<file path="config.mk">
export PLATFORM = sky130hd
export DESIGN_NAME = truth_table_sweeper
export DESIGN_NICKNAME = d
export VERILOG_FILES = /design/src/rtl/tts_pkg.sv /design/src/rtl/tts_settle_timer.sv /design/src/rtl/truth_table_sweeper.sv
export SDC_FILE = /design/constraint.sdc
export NUM_CORES = 1
export LEC_CHECK = 0
export CAP_MARGIN = 30
export CELL_PAD_IN_SITES_DETAIL_PLACEMENT = 0
export CELL_PAD_IN_SITES_GLOBAL_PLACEMENT = 2
export CORE_MARGIN = 1
export CORE_UTILIZATION = 31
export DETAILED_ROUTE_END_ITERATION = 6
export GPL_ROUTABILITY_DRIVEN = 0
export PLACE_DENSITY = 0.82
export SYNTH_ARGS = -nofsm -noshare
export SYNTH_HDL_FRONTEND = slang
export SYNTH_SLANG_ARGS = --single-unit
</file>
<file path="constraint.sdc">
create_clock -name clk -period 4 [get_ports clk]
set_clock_uncertainty 0.1 [all_clocks]
set_input_delay 0.8 -clock clk [delete_from_list [all_inputs] [get_ports clk]]
set_output_delay 0.8 -clock clk [all_outputs]
set_load 0.01 [all_outputs]
</file>
<file path="src/rtl/tts_pkg.sv">
`default_nettype none
// ============================================================================
// Module      : tts_pkg
// Description : Shared state encodings and sizing helpers for the truth-table
//               sweeper.
// Revision    : 1.0 - initial release
// ============================================================================
package tts_pkg;

    localparam logic [1:0] S_IDLE  = 2'd0;
    localparam logic [1:0] S_DRIVE = 2'd1;
    localparam logic [1:0] S_DONE  = 2'd2;

    function automatic int num_vec(input int n);
        return 1 << n;
    endfunction

    function automatic int clog2(input int v);
        int r;
        r = 0;
        for (int i = 0; i < 31; i++) begin
            if ((1 << i) < v) r = i + 1;
        end
        return r;
    endfunction

    // A counter holding SETTLE-1 still needs one bit when SETTLE is 1.
    function automatic int settle_width(input int settle);
        return (clog2(settle) < 1) ? 1 : clog2(settle);
    endfunction

endpackage
`default_nettype wire

</file>
<file path="src/rtl/tts_settle_timer.sv">
`default_nettype none
// ============================================================================
// Module      : tts_settle_timer
// Description : Loadable down-counter from SETTLE-1 to 0; tc is high while
//               the count sits at zero.
// Revision    : 1.0 - initial release
// ============================================================================
module tts_settle_timer
    import tts_pkg::*;
#(
    parameter int SETTLE = 1
) (
    input  logic clk,
    input  logic rst,
    input  logic load,
    output logic tc
);

    localparam int               c_CNT_W = settle_width(SETTLE);
    localparam logic [c_CNT_W-1:0] c_LOAD = c_CNT_W'(SETTLE - 1);

    logic [c_CNT_W-1:0] r_cnt;

    always_ff @(posedge clk) begin
        if (rst) begin
            r_cnt <= '0;
        end else if (load) begin
            r_cnt <= c_LOAD;
        end else if (r_cnt != '0) begin
            r_cnt <= r_cnt - c_CNT_W'(1);
        end
    end

    assign tc = (r_cnt == '0);

endmodule
`default_nettype wire

</file>
<file path="src/rtl/truth_table_sweeper.sv">
`default_nettype none
// ============================================================================
// Module      : truth_table_sweeper
// Description : Walks every input vector of an N_IN-input combinational block,
//               samples its output and checks it against a latched truth table.
// Revision    : 1.0 - initial release
// ============================================================================
module truth_table_sweeper
    import tts_pkg::*;
#(
    parameter int N_IN   = 4,
    parameter int SETTLE = 1
) (
    input  logic                      clk,
    input  logic                      rst,
    input  logic                      start,
    input  logic [num_vec(N_IN)-1:0]  exp_table,
    input  logic                      dut_f,
    output logic [N_IN-1:0]           stim,
    output logic                      busy,
    output logic                      done,
    output logic                      pass,
    output logic [N_IN:0]             err_count,
    output logic [N_IN-1:0]           first_err_idx,
    output logic [num_vec(N_IN)-1:0]  captured
);

    localparam int c_NUM_VEC = num_vec(N_IN);

    logic [1:0]           r_state;
    logic [N_IN-1:0]      r_stim;
    logic [c_NUM_VEC-1:0] r_table;
    logic [c_NUM_VEC-1:0] r_captured;
    logic [N_IN:0]        r_err_count;
    logic [N_IN-1:0]      r_first_err;
    logic                 r_busy;
    logic                 r_done;
    logic                 r_pass;

    logic                 w_tc;
    logic                 w_load;
    logic                 w_last;
    logic                 w_mismatch;
    logic [N_IN:0]        w_err_inc;
    logic [N_IN:0]        w_err_next;

    // Case inequality so an unknown DUT output is never taken as a match.
    assign w_mismatch = (dut_f !== r_table[r_stim]);
    assign w_last     = (r_stim == '1);
    assign w_err_inc  = r_err_count + (N_IN + 1)'(1);
    assign w_err_next = w_mismatch ? w_err_inc : r_err_count;
    assign w_load     = ((r_state == S_IDLE) && start) ||
                        ((r_state == S_DRIVE) && w_tc && !w_last);

    tts_settle_timer #(
        .SETTLE (SETTLE)
    ) u_settle_timer (
        .clk  (clk),
        .rst  (rst),
        .load (w_load),
        .tc   (w_tc)
    );

    always_ff @(posedge clk) begin
        if (rst) begin
            r_state     <= S_IDLE;
            r_stim      <= '0;
            r_table     <= '0;
            r_captured  <= '0;
            r_err_count <= '0;
            r_first_err <= '0;
            r_busy      <= 1'b0;
            r_done      <= 1'b0;
            r_pass      <= 1'b0;
        end else begin
            case (r_state)
                S_IDLE: begin
                    if (start) begin
                        r_table     <= exp_table;
                        r_captured  <= '0;
                        r_err_count <= '0;
                        r_first_err <= '0;
                        r_pass      <= 1'b0;
                        r_stim      <= '0;
                        r_busy      <= 1'b1;
                        r_state     <= S_DRIVE;
                    end
                end
                S_DRIVE: begin
                    if (w_tc) begin
                        r_captured[r_stim] <= dut_f;
                        if (w_mismatch) begin
                            r_err_count <= w_err_inc;
                            if (r_err_count == '0) r_first_err <= r_stim;
                        end
                        if (w_last) begin
                            r_state <= S_DONE;
                            r_done  <= 1'b1;
                            r_busy  <= 1'b0;
                            r_pass  <= (w_err_next == '0);
                        end else begin
                            r_stim <= r_stim + N_IN'(1);
                        end
                    end
                end
                S_DONE: begin
                    r_done  <= 1'b0;
                    r_state <= S_IDLE;
                end
                default: begin
                    r_state <= S_IDLE;
                end
            endcase
        end
    end

    assign stim          = r_stim;
    assign busy          = r_busy;
    assign done          = r_done;
    assign pass          = r_pass;
    assign err_count     = r_err_count;
    assign first_err_idx = r_first_err;
    assign captured      = r_captured;

endmodule
`default_nettype wire

</file>
* Yosys cells after proc, flatten, opt, wreduce, memory -nomap -nowiden
Index checks and enable logic that the tools add are counted.
Storage, ports and cells: register bits after elaboration 51, input bits 20, output and inout bits 32, logic and storage cells 80
Cells by class: add/subtract/negate cells 3, order comparisons 2, equality and inequality tests 10, muxes and demuxes 35, bitwise gates (word level) 1, reduce and logical (&&, ||, !) cells 19
Operators with widths (number):
- $mux W16 | 2
- $pmux W16 S2 | 1
- $mux W4 | 6
- $bwmux W16 | 1
- $pmux W4 S2 | 2
- $mux W5 | 3
- $logic_not A5 Y1 | 2
- $mux W1 | 10
- $ne A2 B2 Y1 const B | 5
- $pmux W5 S2 | 1
- $reduce_and A3 Y1 | 3
- $reduce_and A4 Y1 | 2
- $mux W2 | 3
- $pmux W1 S2 | 3
- $add A5 B1 Y5 const B | 1
- $lt A4 B5 Y1 const B | 1
- $reduce_and A5 Y1 | 1
- $add A4 B1 Y4 const B | 1
- $bmux W1 S4 | 1
- $demux W1 S4 | 1
- $eq A4 B4 Y1 const B | 1
- $ge A4 B1 Y1 const B | 1
- $logic_and A1 B1 Y1 | 4
- $pmux W2 S2 | 1
- 12 further kinds | 13

* Longest topological paths before layout
depth in word-level cells 8, gate-level depth with buffers 8, depth with buffers taken out 6

* Modules after synthesis
A second synthesis with hierarchy kept.
Unflattened totals: cells, all modules 302, area total of the unflattened synthesis 2511.2 um^2
Modules (own cells, without submodules):
- truth_table_sweeper | instances 1, cells an instance 299, area an instance 2483.6 um^2, seq. area each 1001.0 um^2
- tts_settle_timer | instances 1, cells an instance 3, area an instance 27.5 um^2, seq. area each 20.0 um^2

* Worst setup path after synthesis
OpenSTA, ideal clock, no wires.
path type flip-flop to flip-flop, start point reg r_stim[1], in the netlist stim[1], end point reg r_err_count[4], in the netlist err_count[4], library setup time 0.074 ns, data arrival time 2.370 ns, data required time 3.826 ns, path slack 1.455 ns, cell stages (with the launch flop) 9, path buffers 2, period minus slack after synthesis 2.545 ns, cells stage by stage dfxtp_1 > buf_6 > mux2i_1 > mux4_2 > mux2_4 > and2_1 > buf_6 > or4_1 > a31oi_1
On the way: word-level cells in the longest chain between the ends 6
RTL lines:
- start, declared | RTL line truth_table_sweeper.sv:31 | logic [N_IN-1:0] r_stim;
- start signal, assigned | RTL line truth_table_sweeper.sv:102 | r_stim <= r_stim + N_IN'(1);
- $bmux W1 S4 | RTL line truth_table_sweeper.sv:48 | assign w_mismatch = (dut_f !== r_table[r_stim]);
- $mux W1 (implied by the code) | RTL line truth_table_sweeper.sv:48
- $nex A1 B1 Y1 | RTL line truth_table_sweeper.sv:48
- $mux W5 (2 in a row)
- $pmux W5 S2
- end signal, assigned | RTL line truth_table_sweeper.sv:93 | r_err_count <= w_err_inc;
- end, declared | RTL line truth_table_sweeper.sv:34 | logic [N_IN:0] r_err_count;
Every way passes these cells. The select of a mux whose other input is x is not followed. A chain may end at the register's enable or synchronous reset.

* Worst setup path after layout
Same ends and word-level chain as after synthesis.

==> impl_metrics.ini <==
[global_routing]
grt_usage = 0.158
grt_overflow = 0
antenna_found_initial = 0
grt_first_pass_wirelength_um = 10500
first_global_vias = 2086
grt_max_degree = 26

[min_path]
min_path_type = flip-flop to flip-flop

[drt]
vias_per_cell = 4.97
dr.pass1.iters = 4
post_drt_wl_per_cell_um = 13.9
drt_iter0_markers = 117
drt-total-wl_um = 6170
antenna_left = 0
vias = 2202
drc_errors = 0

[cells_and_area]
nets = 369
multi_input_area_um2 = 1280
drive_above_1_share = 0.0523
area_growth_pct = 28.2
regArea_um2 = 1020
antenna_cells = 0
fill_cells = 777

[flow_run]
max_cap_violations = 0

[floorplan]
die_h_um = 90.5
pin_count = 52
std_cell_rows = 31
fp.coreArea_um2 = 7410
die_w_um = 90.5
initial_utilization = 0.328
die_area_um2 = 8190

[logic_synthesis]
synthCells = 304
synth.distinct_cells = 38
syn_avg_cell_area_um2 = 7.99
ys.flop_type = dfxtp_1
ys_seq_elements = 51
synth_fp_nets = 330
yosysWarnings = 0
synth_edf_count = 0
syn_area_um2 = 2430
ys_async_sr_fraction = 0
ys_seq_area_frac = 0.420

[place]
dp_hpwl_um = 4240
portBuffers = 51

[sta]
hold_viol_final = 0
relSlewSlack = 0.308
period_minus_slack_ns = 2.84
fin_crit_sh = 0.710
setup-tns-final_ns = 0
fmax_mhz = 352
rsz0062_at_grt = no
slew_violations = 0
worst_pin_slew_ns = 1.04
setup_viol = 0

[clock_tree]
holdBufCountCts = 0
cts_max_level = 2
cts_buffers = 5
clock_latency_ns = 0.30
tritoncts = built
cts_resized = 0
cts.clk_slew.worst_paths_ns = 0.10
root_buffer = clkbuf_8
cts.sinks = 51
cts_buffer_depth = 2
post-cts-setup-buffer-count = 0

[setup_path]
cp.depth = 6
critPathLaunch = stim[1]
path_buf_inv = 0
ff2ff_path_depth = 6
critical_path.cell_chain = mux2i_1, mux4_2, mux2_4, and2_1, or4_1, a31oi_1
rr_startpoint = stim[1]
r2r_slack_ns = 1.16
critPathRequiredTime_ns = 4.12
crit-reg2reg-capture = err_count[4]
arrival_ns = 2.96
cpPeakStageDelay_ns = 0.73
slowest_stage = dfxtp_1
path_class = flip-flop to flip-flop
cp-endpoint = err_count[4]
worstPathMaxFanout = 12
cpLargestDelayFamily = multiplexers
end_kind = flip-flop
critPathLaunchType = flip-flop

[power]
power_density_nw_per_um2 = 327
ir_drop_mv = 0.132
total_power_uw = 1020
leakagePower_uw = 0.00105

[run_status]
run_status = finished, final reports clean
[how the worst min path moves through the flow]
| stage | start | end | cells after the start |
|---|---|---|---|
| final | r_table[9] | r_table[9] | 2 |
| after global routing | r_table[15] | r_table[15] | 2 |
| after CTS | r_table[9] | r_table[9] | 2 |
| after detailed placement | r_table[9] | r_table[9] | 2 |
| after global placement | r_table[12] | r_table[12] | 2 |
| after floorplan | r_table[0] | r_table[0] | 2 |
[worst reg2reg max path: cells and delay by family, from the launching register on]
family | cells | cell delay [ns]
AO/OA/AOI/OAI | 1 | 0.14
flip-flops | 1 | 0.73
AND/OR/NAND/NOR | 2 | 0.75
multiplexers | 3 | 1.04
[cell type report]
| class | count | area share |
|---|---|---|
| Sequential cell | 51 | 0.328 |
| Inverter | 6 | 0.00723 |
| Clock inverter | 2 | 0.0113 |
| Tap cell | 99 | 0.0398 |
| Clock buffer | 6 | 0.0265 |
| Timing Repair Buffer | 56 | 0.176 |
| Multi-Input combinational cell | 223 | 0.411 |
[synthesized netlist by cell type (6+ instances only)]
library cell	number	area (um^2)
ha_1	6	75.1
mux2i_1	10	100
o21ai_0	20	100
inv_1	6	22.5
clkbuf_1	20	75.1
nand4_1	7	43.8
nor2_1	9	33.8
nand3_1	7	35.0
nand2_1	57	214
a31oi_1	6	37.5
dfxtp_1	51	1020
a21oi_1	56	280
[metal layers]
layer | GRT usage | share of wire | vias up
li1 | - | - | 1141
met1 | 0.224 | 0.52 | 1008
met2 | 0.237 | 0.44 | 48
met3 | 0.0362 | 0.040 | 5
met4 | 0.0444 | 0.0083 | 0
met5 | 0 | 0 | -
[registers in the layout (all words and copies together) (netlist names)]
register / cells
busy: 1
u_settle_timer.r_cnt: 1
stim: 4
r_table: 16
first_err_idx: 4
captured: 16
r_state: 2
pass: 1
err_count: 5
done: 1
[where the power goes]
part | total (uW) | switching [uW] | internal (uW) | leakage, uW
Sequential | 530 | 9.94 | 520 | 0.000414
Clock | 375 | 172 | 203 | 0.0000612
Combinational | 114 | 64.8 | 48.8 | 0.000576
Total | 1020 | 247 | 772 | 0.00105
[placed cells by master, fill, tap and decap left out, types with 2 or more instances in the layout]
cell type        instances
nand2_1                 57
a21oi_1                 56
dfxtp_1                 51
clkdlybuf4s50_1         51
o21ai_0                 20
mux2i_1                 10
nor2_1                   9
nand3_1                  7
nand4_1                  7
inv_1                    6
a31oi_1                  6
ha_1                     6
clkbuf_8                 6
and3_1                   5
nand3b_1                 5
buf_4                    5
nor2b_1                  4
and2_1                   3
nor3_1                   3
nand2b_1                 2
xnor2_1                  2
a211oi_1                 2
mux4_2                   2
or4_1                    2
o211ai_1                 2
[cell families after synthesis]
group | share of synthesized area
other cells | 0.00154
compound gates | 0.209
mux | 0.0659
xor+xnor | 0.0108
fa+ha+maj | 0.0309
buf+inv | 0.0525
simple gates | 0.209
flops | 0.420
[through the flow]
step	util	hold slack (ns)	std cells	area, um^2	setup WS, ns
after CTS	0.420	0.362	443	3110	1.11
after global placement	0.404	0.343	435	3000	1.09
after detailed placement	0.404	0.348	435	3000	0.990
after floorplan	-	0.336	304	2430	1.46
after global routing	0.420	0.379	443	3110	1.01
final	0.420	0.357	443	3110	1.16
(Power assumes the default switching activity.)
